===== src/rtl/alu_pkg.sv =====
// rtl/alu_pkg.sv - opcode encodings (MIPS funct) and FSM state type for alu_seq_core
package alu_pkg;

  localparam logic [5:0] OP_ADD = 6'b100000;
  localparam logic [5:0] OP_SUB = 6'b100010;
  localparam logic [5:0] OP_AND = 6'b100100;
  localparam logic [5:0] OP_OR  = 6'b100101;
  localparam logic [5:0] OP_XOR = 6'b100110;
  localparam logic [5:0] OP_SRA = 6'b000011;
  localparam logic [5:0] OP_SRL = 6'b000010;
  localparam logic [5:0] OP_NOR = 6'b100111;

  typedef enum logic [1:0] {
    ST_IDLE = 2'd0,
    ST_EXEC = 2'd1,
    ST_DONE = 2'd2
  } state_e;

endpackage


===== src/rtl/alu_seq_core_if.sv =====
// rtl/alu_seq_core_if.sv - load bus, start/ack handshake and result port bundle
// Flag outputs exist only when ALU_FLAGS_EN is defined.
interface alu_seq_core_if #(
  parameter int NB_DATA = 8
);
  logic [NB_DATA-1:0] i_data;
  logic               i_load_a;
  logic               i_load_b;
  logic               i_load_op;
  logic               i_start;
  logic               i_ack;
  logic               o_ready;
  logic               o_valid;
  logic [NB_DATA-1:0] o_result;
  logic               o_op_err;
`ifdef ALU_FLAGS_EN
  logic               o_zero;
  logic               o_neg;
  logic               o_carry;
  logic               o_ovf;
`endif

  modport master (
    output i_data, i_load_a, i_load_b, i_load_op, i_start, i_ack,
`ifdef ALU_FLAGS_EN
    input  o_zero, o_neg, o_carry, o_ovf,
`endif
    input  o_ready, o_valid, o_result, o_op_err
  );

  modport slave (
    input  i_data, i_load_a, i_load_b, i_load_op, i_start, i_ack,
`ifdef ALU_FLAGS_EN
    output o_zero, o_neg, o_carry, o_ovf,
`endif
    output o_ready, o_valid, o_result, o_op_err
  );

endinterface


===== src/rtl/alu_datapath.sv =====
// rtl/alu_datapath.sv - combinational ALU over registered A/B/op
// Raw flags output {zero, neg, carry, ovf} exists only when ALU_FLAGS_EN is defined.
module alu_datapath
  import alu_pkg::*;
#(
  parameter int NB_DATA = 8,
  parameter int NB_OP   = 6
) (
  input  logic [NB_DATA-1:0] i_a,
  input  logic [NB_DATA-1:0] i_b,
  input  logic [NB_OP-1:0]   i_op,
  output logic [NB_DATA-1:0] o_result,
`ifdef ALU_FLAGS_EN
  output logic [3:0]         o_flags,
`endif
  output logic               o_op_valid
);

  localparam int MSB = NB_DATA - 1;

  logic [NB_DATA:0]   add_ext;
  logic [NB_DATA:0]   sub_ext;
  logic               shift_over;
  logic [NB_DATA-1:0] srl_w;
  logic [NB_DATA-1:0] sra_w;

  assign add_ext    = {1'b0, i_a} + {1'b0, i_b};
  assign sub_ext    = {1'b0, i_a} - {1'b0, i_b};
  // Shift amounts of NB_DATA or more saturate instead of wrapping the shifter.
  assign shift_over = (i_b >= NB_DATA'(NB_DATA));
  assign srl_w      = shift_over ? '0 : (i_a >> i_b);
  assign sra_w      = shift_over ? {NB_DATA{i_a[MSB]}} : NB_DATA'($signed(i_a) >>> i_b);

  always_comb begin
    o_result   = '0;
    o_op_valid = 1'b1;
    case (i_op)
      NB_OP'(OP_ADD): o_result = add_ext[NB_DATA-1:0];
      NB_OP'(OP_SUB): o_result = sub_ext[NB_DATA-1:0];
      NB_OP'(OP_AND): o_result = i_a & i_b;
      NB_OP'(OP_OR):  o_result = i_a | i_b;
      NB_OP'(OP_XOR): o_result = i_a ^ i_b;
      NB_OP'(OP_NOR): o_result = ~(i_a | i_b);
      NB_OP'(OP_SRL): o_result = srl_w;
      NB_OP'(OP_SRA): o_result = sra_w;
      default:        o_op_valid = 1'b0;
    endcase
  end

`ifdef ALU_FLAGS_EN
  logic carry;
  logic ovf;

  always_comb begin
    carry = 1'b0;
    ovf   = 1'b0;
    if (i_op == NB_OP'(OP_ADD)) begin
      carry = add_ext[NB_DATA];
      ovf   = (i_a[MSB] == i_b[MSB]) && (add_ext[MSB] != i_a[MSB]);
    end else if (i_op == NB_OP'(OP_SUB)) begin
      carry = sub_ext[NB_DATA];
      ovf   = (i_a[MSB] != i_b[MSB]) && (sub_ext[MSB] != i_a[MSB]);
    end
  end

  assign o_flags = {(o_result == '0), o_result[MSB], carry, ovf};
`else
  logic unused_carry;
  assign unused_carry = ^{add_ext[NB_DATA], sub_ext[NB_DATA]};
`endif

endmodule


===== src/rtl/alu_seq_core.sv =====
// rtl/alu_seq_core.sv - sequential ALU: bus-loaded operands, start/valid/ack FSM, registered result
// Optional flag outputs enabled by ALU_FLAGS_EN.
module alu_seq_core
  import alu_pkg::*;
#(
  parameter int NB_DATA = 8,
  parameter int NB_OP   = 6
) (
  input  logic         clk,
  input  logic         i_rst_n,
  alu_seq_core_if.slave bus
);

  state_e             state_q, state_d;
  logic [NB_DATA-1:0] a_q, a_d;
  logic [NB_DATA-1:0] b_q, b_d;
  logic [NB_OP-1:0]   op_q, op_d;
  logic [NB_DATA-1:0] result_q, result_d;
  logic               op_err_q, op_err_d;
  logic               any_load;
  logic [NB_DATA-1:0] dp_result;
  logic               dp_op_valid;
`ifdef ALU_FLAGS_EN
  logic [3:0]         dp_flags;
  logic [3:0]         flags_q, flags_d;
`endif

  alu_datapath #(
    .NB_DATA (NB_DATA),
    .NB_OP   (NB_OP)
  ) u_datapath (
    .i_a        (a_q),
    .i_b        (b_q),
    .i_op       (op_q),
    .o_result   (dp_result),
`ifdef ALU_FLAGS_EN
    .o_flags    (dp_flags),
`endif
    .o_op_valid (dp_op_valid)
  );

  assign any_load = bus.i_load_a | bus.i_load_b | bus.i_load_op;

  always_comb begin
    state_d  = state_q;
    a_d      = a_q;
    b_d      = b_q;
    op_d     = op_q;
    result_d = result_q;
    op_err_d = op_err_q;
`ifdef ALU_FLAGS_EN
    flags_d  = flags_q;
`endif
    case (state_q)
      ST_IDLE: begin
        if (bus.i_load_a)  a_d  = bus.i_data;
        if (bus.i_load_b)  b_d  = bus.i_data;
        if (bus.i_load_op) op_d = bus.i_data[NB_OP-1:0];
        // A load in the same cycle as start takes priority; start is dropped.
        if (bus.i_start && !any_load) state_d = ST_EXEC;
      end
      ST_EXEC: begin
        state_d  = ST_DONE;
        op_err_d = !dp_op_valid;
        if (dp_op_valid) begin
          result_d = dp_result;
`ifdef ALU_FLAGS_EN
          flags_d  = dp_flags;
`endif
        end
      end
      ST_DONE: begin
        if (bus.i_ack) state_d = ST_IDLE;
      end
      default: state_d = ST_IDLE;
    endcase
  end

  always_ff @(posedge clk or negedge i_rst_n) begin
    if (!i_rst_n) begin
      state_q  <= ST_IDLE;
      a_q      <= '0;
      b_q      <= '0;
      op_q     <= '0;
      result_q <= '0;
      op_err_q <= 1'b0;
`ifdef ALU_FLAGS_EN
      flags_q  <= '0;
`endif
    end else begin
      state_q  <= state_d;
      a_q      <= a_d;
      b_q      <= b_d;
      op_q     <= op_d;
      result_q <= result_d;
      op_err_q <= op_err_d;
`ifdef ALU_FLAGS_EN
      flags_q  <= flags_d;
`endif
    end
  end

  assign bus.o_ready  = (state_q == ST_IDLE);
  assign bus.o_valid  = (state_q == ST_DONE);
  assign bus.o_result = result_q;
  assign bus.o_op_err = op_err_q;
`ifdef ALU_FLAGS_EN
  assign {bus.o_zero, bus.o_neg, bus.o_carry, bus.o_ovf} = flags_q;
`endif

endmodule


===== src/flat_wrapper.sv =====
// flat-port wrapper written by rule: the top's interface ports become plain ports
module alu_seq_core_flat import alu_pkg::*;
#(
  parameter int NB_DATA = 8,
  parameter int NB_OP   = 6
)
  (clk, i_rst_n, bus_i_data, bus_i_load_a, bus_i_load_b, bus_i_load_op, bus_i_start, bus_i_ack, bus_o_ready, bus_o_valid, bus_o_result, bus_o_op_err);
  alu_seq_core_if #(.NB_DATA(NB_DATA)) bus_i ();
  input  logic clk;
  input  logic i_rst_n;
  input wire logic [$bits(bus_i.i_data)-1:0] bus_i_data;
  input wire logic [$bits(bus_i.i_load_a)-1:0] bus_i_load_a;
  input wire logic [$bits(bus_i.i_load_b)-1:0] bus_i_load_b;
  input wire logic [$bits(bus_i.i_load_op)-1:0] bus_i_load_op;
  input wire logic [$bits(bus_i.i_start)-1:0] bus_i_start;
  input wire logic [$bits(bus_i.i_ack)-1:0] bus_i_ack;
  output wire logic [$bits(bus_i.o_ready)-1:0] bus_o_ready;
  output wire logic [$bits(bus_i.o_valid)-1:0] bus_o_valid;
  output wire logic [$bits(bus_i.o_result)-1:0] bus_o_result;
  output wire logic [$bits(bus_i.o_op_err)-1:0] bus_o_op_err;
  assign bus_i.i_data = bus_i_data;
  assign bus_i.i_load_a = bus_i_load_a;
  assign bus_i.i_load_b = bus_i_load_b;
  assign bus_i.i_load_op = bus_i_load_op;
  assign bus_i.i_start = bus_i_start;
  assign bus_i.i_ack = bus_i_ack;
  assign bus_o_ready = bus_i.o_ready;
  assign bus_o_valid = bus_i.o_valid;
  assign bus_o_result = bus_i.o_result;
  assign bus_o_op_err = bus_i.o_op_err;
  alu_seq_core #(.NB_DATA(NB_DATA), .NB_OP(NB_OP)) u_core (.clk(clk), .i_rst_n(i_rst_n), .bus(bus_i));
endmodule

===== config.mk =====
export PLATFORM = sky130hd
export DESIGN_NAME = alu_seq_core_flat
export DESIGN_NICKNAME = d
export VERILOG_FILES = /design/src/rtl/alu_pkg.sv /design/src/rtl/alu_seq_core_if.sv /design/src/rtl/alu_datapath.sv /design/src/rtl/alu_seq_core.sv /design/src/flat_wrapper.sv
export SDC_FILE = /design/constraint.sdc
export NUM_CORES = 1
export LEC_CHECK = 0
export BUFFER_PORTS_ARGS = -buffer_cell sky130_fd_sc_hd__buf_4
export CORE_MARGIN = 3
export CORE_UTILIZATION = 60
export CTS_CLUSTER_SIZE = 14
export DETAILED_ROUTE_END_ITERATION = 16
export GPL_TIMING_DRIVEN = 0
export PLACE_DENSITY = 0.81
export REMOVE_ABC_BUFFERS = 1
export SLEW_MARGIN = 0
export SYNTH_ARGS = -nofsm -noshare
export SYNTH_HDL_FRONTEND = slang
export SYNTH_SLANG_ARGS = --single-unit
export TNS_END_PERCENT = 50

===== constraint.sdc =====
create_clock -name clk -period 3.1 [get_ports clk]
set_input_delay 0.62 -clock clk [delete_from_list [all_inputs] [get_ports clk]]
set_output_delay 0.62 -clock clk [all_outputs]
set_load 0.02 [all_outputs]

After elaboration in Yosys (flattened, before gate mapping)

Index checks and enable logic that the tools add are counted.

Multiplexer cells: 7
Reduce and logical (&&, ||, !) cells: 10
Shift operators: 2
Bitwise gates (word level): 6
$lt $le $gt $ge: 1
Equality and inequality tests: 12
Add/subtract/negate cells: 2

Operators by type and width:

| cell               | number |
|---|---|
| $pmux 8 s8         | 1 |
| $eq 6x6->1 const B | 6 |
| $mux 8             | 2 |
| $eq 6x2->1 const B | 2 |
| $reduce_and 2->1   | 5 |
| $add 8x8->8        | 1 |
| $and 8x8->8        | 1 |
| $ge 8x4->1 const B | 1 |
| $not 8->8          | 1 |
| $or 8x8->8         | 1 |
| $reduce_or 8->1    | 1 |
| $shr 8x8->8        | 1 |
| $sshr 8x8->8       | 1 |
| $sub 8x8->8        | 1 |
| $xor 8x8->8        | 1 |
| $pmux 2 s3         | 1 |
| $mux 2             | 2 |
| $eq 2x1->1 const B | 1 |
| $eq 2x2->1 const B | 1 |
| $logic_not 1->1    | 2 |
| $logic_not 2->1    | 1 |
| $ne 2x1->1 const B | 1 |
| $ne 2x2->1 const B | 1 |
| $or 1x1->1         | 2 |
| 2 further kinds    | 2 |

Logic and storage cells: 46
Input port bits: 15
Flip-flop bits (word level): 33

Logic depth before layout (Yosys ltp)

Gate-level depths: netlist (run 1).

Depth after elaboration: 6
Depth in mapped cells: 13
Mapped depth without buffers: 11

Cells and area by module

Synthesis (run 1) repeated with hierarchy kept, for this count alone.

Cell total of the unflattened synthesis: 308
Area total of the unflattened synthesis: 2967.8 sq um

Modules (own cells, without submodules):

| module       | area each (sq um) | cells each | instances | sequential area each (sq um) |
|---|---|---|---|---|
| alu_datapath | 1661.6            | 230        | 1         | 0.0 |
| alu_seq_core | 1306.3            | 78         | 1         | 825.8 |

Worst setup path after synthesis (run 1)

No wires, ideal clock.

Path type: register to register
From: register u_core.op_q[3]
To: register u_core.result_q[6], in the netlist u_core.bus.o_result[6]
Cell stages (with the launch flop): 11
Setup time: 0.086 ns
Arrival time: 2.660 ns
Setup slack: 0.355 ns
Cells stage by stage: dfrtp_1 -> or3b_1 -> nor3_4 -> mux2_2 -> fa_1 -> nor2b_1 -> o31a_1 -> o21a_1 -> nor3_1 -> nand3b_1 -> a32oi_1

Cells in the longest elaborated chain, start to end: 4
Elaborated cells between the ends (all ways): 12
Those cells by class: eq/ne: 8; mux: 2; reduce/logical: 2

RTL lines:

| element                                  | line               | source |
|---|---|---|
| start: declaration                       | alu_seq_core.sv:17 | `logic [NB_OP-1:0] op_q, op_d;` |
| start signal: assignment                 | alu_seq_core.sv:94 | `op_q <= op_d;` |
| $eq 6x2->1 or $eq 6x6->1 (tied branches) | alu_datapath.sv:37 | `case (i_op)` |
| $reduce_or 8->1 (no line)                | -                  |  |
| $mux 1                                   | alu_datapath.sv:37 |  |
| $reduce_and 2->1 (no line)               | -                  |  |
| end signal: assignment                   | alu_seq_core.sv:95 | `result_q <= result_d;` |
| end: declaration                         | alu_seq_core.sv:18 | `logic [NB_DATA-1:0] result_q, result_d;` |

Several ways; a longest one is shown, not always the timed one.
A chain may end at the register's enable or synchronous reset.

Worst setup path in the final report (run 1)

From: register u_core.op_q[4]
To: register u_core.result_q[6], in the netlist u_core.bus.o_result[6]

The elaborated chain is that of the path after synthesis.

==> results of run 1 <==
-- cell usage after synthesis (3+ instances only) --
| cell | count | share of area |
|---|---|---|
| nand2_1 | 35 | 0.047 |
| dfrtp_1 | 33 | 0.30 |
| o21ai_0 | 32 | 0.058 |
| ha_1 | 24 | 0.11 |
| nor2_1 | 24 | 0.032 |
| inv_1 | 23 | 0.031 |
| a21oi_1 | 17 | 0.031 |
| a211oi_1 | 10 | 0.027 |
| mux2i_1 | 10 | 0.036 |
| nor3_1 | 10 | 0.018 |
| clkbuf_1 | 9 | 0.012 |
| mux2_2 | 9 | 0.036 |
| xnor2_1 | 8 | 0.025 |
| and2_1 | 4 | 0.0090 |
| buf_1 | 4 | 0.0054 |
| mux4_2 | 4 | 0.032 |
| nand2b_1 | 4 | 0.0090 |
| nand3b_1 | 4 | 0.011 |
| o22ai_1 | 4 | 0.0090 |
| a221oi_1 | 3 | 0.0094 |
| a31oi_1 | 3 | 0.0067 |
| a32oi_1 | 3 | 0.0094 |
| buf_2 | 3 | 0.0054 |
| nand3_1 | 3 | 0.0054 |
| nor2b_1 | 3 | 0.0067 |
| o21a_1 | 3 | 0.0081 |
| xor2_1 | 3 | 0.0094 |
-- worst reg2reg max path, delay by kind of cell, from the launching register on --
kind / cells / cell delay [ns]
AND/OR/NAND/NOR: 5 / 1.04
adder cells (fa/ha/maj): 1 / 0.33
AO/OA/AOI/OAI: 4 / 0.90
XOR/XNOR: 1 / 0.12
buffers and inverters: 1 / 0.14
flip-flops: 1 / 0.43
-- cells in the final DEF (no fill, tap or decap), drive strengths merged, types with 4 or more instances in the layout --
master and instances:
nor2 24, mux4 4, o22ai 4, clkbuf 5, a211oi 11, nor3 11, mux2i 10, ha 24
clkinv 4, inv 23, buf 35, a21oi 17, nand3b 4, o21ai 34, mux2 9, nand2 35
xnor2 8, nand2b 4, and2 4, dfrtp 33
-- cell families after synthesis --
group,share of synthesized area
XOR/XNOR,0.0346
adder cells (fa/ha/maj),0.115
flip-flops,0.297
multiplexers,0.105
AO/OA/AOI/OAI,0.213
AND/OR/NAND/NOR,0.179
buffers and inverters,0.0567
-- state kept, by name, summed over array words and instances (netlist names) --
register and flops:
u_core.bus.o_result 8, u_core.b_q 8, u_core.a_q 8, u_core.state_q 2, u_core.bus.o_op_err 1, u_core.op_q 6
-- layout make-up --
class | count | area (um^2)
tap | 52 | 65.1
clock buffer | 5 | 68.8
inverter | 25 | 93.8
clock inverter | 3 | 17.5
multi-input combinational | 252 | 1850
timing repair buffer | 35 | 267
sequential | 33 | 836
fill | 359 | 1220
-- how the worst max path moves through the flow --
| stage | start | endpoint | slack, ns | cells past startpoint |
|---|---|---|---|---|
| floorplan | u_core.op_q[3] | u_core.bus.o_result[6] | 0.34 | 10 |
| global placement | u_core.op_q[0] | u_core.bus.o_result[7] | -0.16 | 10 |
| detailed placement | u_core.op_q[0] | u_core.bus.o_result[7] | -0.21 | 10 |
| CTS | u_core.op_q[0] | u_core.bus.o_result[7] | 0.09 | 10 |
| global route | u_core.op_q[4] | u_core.bus.o_result[6] | -0.16 | 12 |
| finish | u_core.op_q[4] | u_core.bus.o_result[6] | 0.06 | 12 |
-- report_power, final --
| group | internal (W) | total, W | switching [W] |
|---|---|---|---|
| sequential | 0.000488 | 0.000603 | 0.000114 |
| combinational | 0.000336 | 0.000745 | 0.000408 |
| clock | 0.000155 | 0.000331 | 0.000176 |
| total | 0.000980 | 0.00168 | 0.000698 |
-- repair_timing --
item | CTS | global route
pin swaps | 1 | 6
setup buffers | 2 | 7
gates resized for setup | 4 | 14
endpoints found under the setup margin | 3 | 2
-- metrics by stage --
step,power [W],utilization
floorplan,0.00106,-
global placement,0.00124,0.673
detailed placement,0.00126,0.675
CTS,0.00160,0.700
global route,0.00178,0.723
finish,0.00168,0.723
-- per-layer routing --
| layer | wire length (um) | vias to the layer above |
|---|---|---|
| met1 | 3380 | 1200 |
| met4 | 199 | 0 |
| met3 | 535 | 17 |
| li1 | - | 1224 |
| met5 | 0 | - |
| met2 | 3580 | 134 |
==> results_dict.tcl, run 1 <==
set metrics [dict create \
    ioPinCount 26 \
    setup_viol 0 \
    clk_latency_ns 0.29 \
    start_kind "register" \
    clock-skew-final_ns 0.00382 \
    hold-worst-slack_ns 0.264 \
    post_dp_cell_area_mm2 0.00298 \
    r2r_slack_ns 0.06 \
    layout-drive-gt1-share 0.221 \
    met1_usage 0.404 \
    track_usage 0.286 \
    reg2reg_from "u_core.op_q[4]" \
    post_drt_wl_per_cell_um 19.0 \
    tritoncts "done" \
    crit_path_end_kind "register" \
    ys_ff_latch 33 \
    vias_per_cell 6.36 \
    cts_buffers 5 \
    design.die.area_mm2 0.00549 \
    setup_slack_ns 0.0607 \
    critPathMaxFanout 5 \
    die_h_um 74.1 \
    htreeDepth 2 \
    yosys_most_used_dff "dfrtp_1" \
    diodes 0 \
    hpwl_um 5510 \
    core_area_mm2 0.00441 \
    dpl.cell_count 388 \
    vias 2575 \
    path_buf_inv 1 \
    wirelength_um 7700 \
    grt-busiest-layer "met2" \
    first_iter_violations 296 \
    rows 24 \
    drtPass1Iterations 5 \
    gp_congestion 0.986 \
    syn-cell-area_mm2 0.00278 \
    ys_async_sr_fraction 1.00 \
    finalCriticalPeriod_ns 3.04 \
    critPathKind "register to register" \
    worstMarginPinSlew_ns 1.04 \
    initial_core_util 0.630 \
    cap_violations 0 \
    cts_buffer_depth 2 \
    postRouteAntennaNets 0 \
    p_leak_nw 1.41 \
    antenna_found_initial 0 \
    die_w_um 74.1 \
    cts_hold_buf 0 \
    critPathSlowestCell "or3b_4" \
    grt_max_degree 34 \
    instances_no_fill 405 \
    ys_seq_area_frac 0.297 \
    grt_pass1_vias 2302 \
    cts.sinks 33 \
    grt_pass1_wl_um 11700 \
    crit_arrival_ns 3.25 \
    setup_tns_ns 0 \
    slew_headroom 0.302 \
    grt.met2_usage 0.431 \
    hp-class "input port to asynchronous set/reset pin" \
    r2r-end "u_core.bus.o_result[6]" \
    preCtsSetupSlack_ns -0.209 \
    fin_nets 392 \
    required_ns 3.31 \
    overflow 0 \
    io_buffers 25 \
    synth_area_per_cell_um2 8.53 \
    yosys_warnings 0 \
    cp_slowest_stage_delay_ns 0.44 \
    r2r_cells 12 \
    syn2layout_area_growth_pct 14.8 \
    path_cells "or3b_4 > nor3_4 > buf_6 > nor2_1 > xnor2_1 > ha_1 > nor2b_1 > o31a_1 > o21a_1 > o21ai_0 > nand3b_1 > a32oi_1" \
    root_buffer "clkbuf_8" \
    power_density_mw_per_mm2 526 \
    synthCells 326 \
    status "complete, no violations" \
    grtUsageMet3 0.0514 \
    slew_viol_final 0 \
    fmax_mhz 329 \
    drc 0 \
    yosysUniqueCellTypes 53 \
    hold_viol 0 \
    synth_edf_count 0 \
    clk_pin_slew_ns 0.08 \
    fin_area_mm2 0.00319 \
    ir_worst_vdd_mv 0.321 \
    period_share 0.980 \
    crit_family "simple AND/OR/NAND/NOR gates" \
]
No activity file was read; power rests on OpenSTA's default activity.
==> inputs of run 2 (changes only) <==
--- a/config.mk
+++ b/config.mk
@@ -7,11 +7,10 @@
 export LEC_CHECK = 0
 export BUFFER_PORTS_ARGS = -buffer_cell sky130_fd_sc_hd__buf_4
 export CORE_MARGIN = 3
-export CORE_UTILIZATION = 60
+export CORE_UTILIZATION = 45
 export CTS_CLUSTER_SIZE = 14
 export DETAILED_ROUTE_END_ITERATION = 16
 export GPL_TIMING_DRIVEN = 0
-export PLACE_DENSITY = 0.81
 export REMOVE_ABC_BUFFERS = 1
 export SLEW_MARGIN = 0
 export SYNTH_ARGS = -nofsm -noshare
==> constraint.sdc (replaced) <==
create_clock -name clk -period 3.1 [get_ports clk]
set_input_delay 0.62 -clock clk [delete_from_list [all_inputs] [get_ports clk]]
set_output_delay 0.62 -clock clk [all_outputs]
set_load 0.1 [all_outputs]
==> results_dict.tcl, run 2 (synthesized netlist as in run 1, its figures left out) <==
set metrics [dict create \
    critPathKind "register to register" \
    fill_cells 575 \
    r2r_cells 12 \
    reg2reg_from "u_core.op_q[3]" \
    r2r_slack_ns 0.14 \
    p_leak_nw 1.40 \
    initial_core_util 0.467 \
    diodes 0 \
    overflow 0 \
    required_ns 3.32 \
    antenna_found_initial 0 \
    finalCriticalPeriod_ns 2.96 \
    crit_family "compound AO/OA/AOI/OAI gates" \
    design.die.area_mm2 0.00716 \
    cap_violations 0 \
    setup_tns_ns 0 \
    grt_pass1_vias 2408 \
    hold_viol 0 \
    cts_buffers 5 \
    path_buf_inv 1 \
    final_cell_mix "35 x nand2_1, 32 x buf_4, 31 x o21ai_0, 29 x dfrtp_1" \
    dpl.cell_count 411 \
    crit_arrival_ns 3.17 \
    fmax_mhz 338 \
    hp-class "input port to asynchronous set/reset pin" \
    vias 2469 \
    cp_slowest_stage_delay_ns 0.45 \
    crit_top_cell "o21a_1" \
    preCtsSetupSlack_ns -0.275 \
    rows 28 \
    clk_latency_ns 0.30 \
    cts.sinks 33 \
    slew_headroom 0.353 \
    critPathMaxFanout 5 \
    worstMarginPinSlew_ns 0.961 \
    crit_path_end_kind "register" \
    tritoncts "done" \
    setup_slack_ns 0.142 \
    die_w_um 84.6 \
    hpwl_um 5620 \
    slew_viol_final 0 \
    post_drt_wl_per_cell_um 17.8 \
    wirelength_um 7560 \
    core_area_mm2 0.00596 \
    fin_nets 389 \
    ioPinCount 26 \
    cts_hold_buf 0 \
    crit_path_start "u_core.op_q[3]" \
    first_iter_violations 236 \
    cts_buffer_depth 2 \
    track_usage 0.225 \
    drc 0 \
    status "complete, no violations" \
    htreeDepth 2 \
    root_buffer "clkbuf_8" \
    start_kind "register" \
    clock-skew-final_ns 0.00799 \
    drtPass1Iterations 4 \
    layout-drive-gt1-share 0.203 \
    grt_pass1_wl_um 12800 \
    vias_per_cell 5.82 \
    power_density_mw_per_mm2 571 \
    grt_max_degree 34 \
    setup_viol 0 \
    postRouteAntennaNets 0 \
    gp_congestion 0.931 \
    period_share 0.954 \
    rsz0062_at_grt "true" \
    clk_pin_slew_ns 0.07 \
    instances_no_fill 424 \
    ir_worst_vdd_mv 0.471 \
    io_buffers 25 \
    syn2layout_area_growth_pct 14.8 \
    layout_commonest_cell "nand2_1" \
    critPathSlowestCell "or3b_4" \
    die_h_um 84.6 \
    r2r-end "u_core.bus.o_result[6]" \
    path_cells "or3b_4 > nor3_4 > a21oi_1 > xnor2_1 > ha_1 > buf_4 > o21a_1 > o31a_1 > o21a_1 > o21ai_0 > nand3b_1 > a32oi_1" \
]
==> run 2: what timing repair did <==
action / in CTS / in global routing
pin swaps: 2 / 6
gates resized for setup: 5 / 8
endpoints found under the setup margin: 5 / 5
buffers inserted: 2 / 4
==> run 2: layout make-up <==
cell class	instances	area, um^2	area share
Timing Repair Buffer	32	240	0.0753
Sequential cell	33	833	0.261
Multi-Input combinational cell	252	1830	0.572
Clock inverter	2	35.0	0.0110
Clock buffer	5	68.8	0.0216
Tap cell	75	93.8	0.0294
Inverter	25	93.8	0.0294
==> run 2: worst max path at each step <==
stage | cells past startpoint | end | slack [ns]
2_1_floorplan | 10 | u_core.bus.o_result[6] | 0.34
3_3_place_gp | 11 | u_core.bus.o_result[7] | -0.23
3_5_place_dp | 11 | u_core.bus.o_result[7] | -0.27
4_1_cts | 11 | u_core.bus.o_result[7] | 0.001
5_1_grt | 11 | u_core.bus.o_result[5] | -0.02
6_report | 12 | u_core.bus.o_result[6] | 0.14
==> run 2: per-stage QoR <==
step / power (W) / utilization / hold slack [ns] / area (um^2)
2_1_floorplan: 0.00117 / - / 0.324 / 2720
3_3_place_gp: 0.00137 / 0.504 / 0.461 / 3000
3_5_place_dp: 0.00138 / 0.505 / 0.468 / 3010
4_1_cts: 0.00180 / 0.527 / 0.278 / 3140
5_1_grt: 0.00195 / 0.536 / 0.290 / 3190
6_report: 0.00182 / 0.536 / 0.257 / 3190
==> run 2: routing by layer <==
metal | part of all wire | vias up | GRT usage | wire length [um]
met4 | 0.027 | 0 | 0.0820 | 207
met1 | 0.47 | 1169 | 0.320 | 3520
met5 | 0 | - | 0 | 0
met2 | 0.46 | 68 | 0.345 | 3460
met3 | 0.049 | 17 | 0.0353 | 372
li1 | - | 1215 | - | -
==> run 2: worst register-to-register path: cells and delay by family, from the launching register on <==
family | cells | cell delay, ns
fa+ha+maj | 1 | 0.33
compound gates | 6 | 0.87
flops | 1 | 0.42
simple gates | 3 | 0.84
buf+inv | 1 | 0.16
xor+xnor | 1 | 0.27
==> run 2: where the power goes <==
| part | internal, W | leakage (nW) | switching (W) |
|---|---|---|---|
| logic | 0.000322 | 0.934 | 0.000498 |
| registers | 0.000488 | 0.409 | 0.000113 |
| clock network | 0.000234 | 0.0540 | 0.000169 |
==> inputs of run 3 (changes only) <==
==> constraint.sdc (replaced) <==
create_clock -name clk -period 3.8 [get_ports clk]
set_input_delay 0.76 -clock clk [delete_from_list [all_inputs] [get_ports clk]]
set_output_delay 0.76 -clock clk [all_outputs]
set_load 0.1 [all_outputs]
==> results_dict.tcl, run 3 (synthesized netlist as in run 1, its figures left out) <==
set metrics [dict create \
    clk_latency_ns 0.30 \
    cts_buffers 5 \
    fin_nets 383 \
    clk_pin_slew_ns 0.08 \
    hold_viol 0 \
    layout-drive-gt1-share 0.157 \
    gp_congestion 0.931 \
    setup_tns_ns 0 \
    critPathMaxFanout 22 \
    combPwrFrac 0.434 \
    slew_headroom 0.371 \
    rows 28 \
    p_leak_nw 1.36 \
    p_sw_frac 0.430 \
    path_buf_inv 0 \
    overflow 0 \
    path_cells "nand2b_1 > nor3_4 > a21oi_1 > xnor2_1 > ha_1 > and3_1 > a21oi_1 > o21ai_0 > o41ai_1 > xnor2_1 > o31ai_1" \
    syn2layout_area_growth_pct 11.8 \
    rsz0062_at_grt "false" \
    first_iter_violations 170 \
    initial_core_util 0.467 \
    vias_per_cell 5.82 \
    cp_slowest_stage_delay_ns 0.68 \
    grt_max_degree 34 \
    grt_pass1_wl_um 12700 \
    cts_setup_buffers 0 \
    final_util 0.522 \
    finalCriticalPeriod_ns 3.38 \
    layout_commonest_cell "nand2_1" \
    design.die.area_mm2 0.00716 \
    fill_cells 580 \
    setup_viol 0 \
    drtPass1Iterations 4 \
    worstMarginPinSlew_ns 0.935 \
    p_clk_frac 0.228 \
    cts_buffer_depth 2 \
    ir_worst_vdd_mv 0.382 \
    cts.sinks 33 \
    crit_family "compound AO/OA/AOI/OAI gates" \
    hpwl_um 5620 \
    antenna_found_initial 0 \
    p_sw_w 0.000624 \
    fmax_mhz 296 \
    final_cell_mix "35 x nand2_1, 33 x dfrtp_1, 32 x o21ai_0, 26 x buf_4" \
    slew_viol_final 0 \
    required_ns 4.01 \
    crit_path_end_kind "register" \
    cap_violations 0 \
    cts_hold_buf 0 \
    htreeDepth 2 \
    status "complete, no violations" \
    drc 0 \
    grt_pass1_vias 2375 \
    io_buffers 25 \
    clock-skew-final_ns 0.0133 \
    post_drt_wl_per_cell_um 17.8 \
    power_frac_seq 0.338 \
    critPathKind "register to register" \
    die_h_um 84.6 \
    core_area_mm2 0.00596 \
    track_usage 0.223 \
    ioPinCount 26 \
    period_share 0.890 \
    postRouteAntennaNets 0 \
    tritoncts "done" \
    start_kind "register" \
    wirelength_um 7440 \
    power_density_mw_per_mm2 467 \
    critPathSlowestCell "dfrtp_1" \
    crit_arrival_ns 3.59 \
    die_w_um 84.6 \
    ctsResizeCount 0 \
    root_buffer "clkbuf_8" \
    diodes 0 \
    hp-class "input port to asynchronous set/reset pin" \
    intPower_w 0.000829 \
    vias 2434 \
]
## run 3: changes by cell type in the layout (fill, tap and decap cells not counted), sizes merged
cell  change
buf       -6
## run 3: layer usage
metal  wire length [um]  vias to the layer above  part of all wire  track usage
met5                  0                        -                 0            0
met4                143                        0             0.019       0.0763
met3                427                       13             0.057       0.0353
met2               3390                       72              0.46        0.341
met1               3480                     1146              0.47        0.320
li1                   -                     1203                 -            -
## run 3: layout make-up
cell class / count / area [um^2] / area share
Clock buffer: 5 / 68.8 / 0.0221
Clock inverter: 2 / 35.0 / 0.0113
Inverter: 25 / 93.8 / 0.0302
Multi-Input combinational cell: 252 / 1800 / 0.578
Sequential cell: 33 / 826 / 0.265
Tap cell: 75 / 93.8 / 0.0302
Timing Repair Buffer: 26 / 195 / 0.0628
## run 3: worst reg2reg max path: stages (launching register included)
cell and delay (ns):
dfrtp_1 0.68, nand2b_1 0.38, nor3_4 0.33, a21oi_1 0.10
xnor2_1 0.27, ha_1 0.34, and3_1 0.17, a21oi_1 0.14
o21ai_0 0.17, o41ai_1 0.40, xnor2_1 0.13, o31ai_1 0.21
## run 3: power groups by stage
| stage | Combinational, W | Sequential [W] | Clock, W |
|---|---|---|---|
| final | 0.000630 | 0.000492 | 0.000331 |
| after global routing | 0.000704 | 0.000504 | 0.000350 |
| after CTS | 0.000633 | 0.000491 | 0.000336 |
| after detailed placement | 0.000630 | 0.000497 | 0 |
| after global placement | 0.000620 | 0.000496 | 0 |
| after floorplan | 0.000386 | 0.000569 | 0 |
## run 3: through the flow
stage | instance area (um^2) | hold slack, ns | power, W | setup slack, ns | std cells
detailed placement | 3010 | 0.468 | 0.00113 | 0.425 | 411
CTS | 3110 | 0.418 | 0.00146 | 0.400 | 418
global route | 3110 | 0.430 | 0.00156 | 0.229 | 418
floorplan | 2720 | 0.464 | 0.000954 | 1.04 | 310
finish | 3110 | 0.394 | 0.00145 | 0.418 | 418
global placement | 3000 | 0.461 | 0.00112 | 0.474 | 410
## run 3: final timing paths
check	cells after the start	slack, ns	to	start
min in group clk	1	0.48	u_core.bus.o_result[0]	u_core.bus.o_result[0]
hold reg to reg	1	0.48	u_core.bus.o_result[0]	u_core.bus.o_result[0]
max in group asynchronous	1	3.08	u_core.a_q[0]	i_rst_n
setup / recovery	11	0.42	u_core.bus.o_result[7]	u_core.op_q[0]
setup reg to reg	11	0.42	u_core.bus.o_result[7]	u_core.op_q[0]
hold / removal	1	0.39	u_core.bus.o_result[6]	i_rst_n
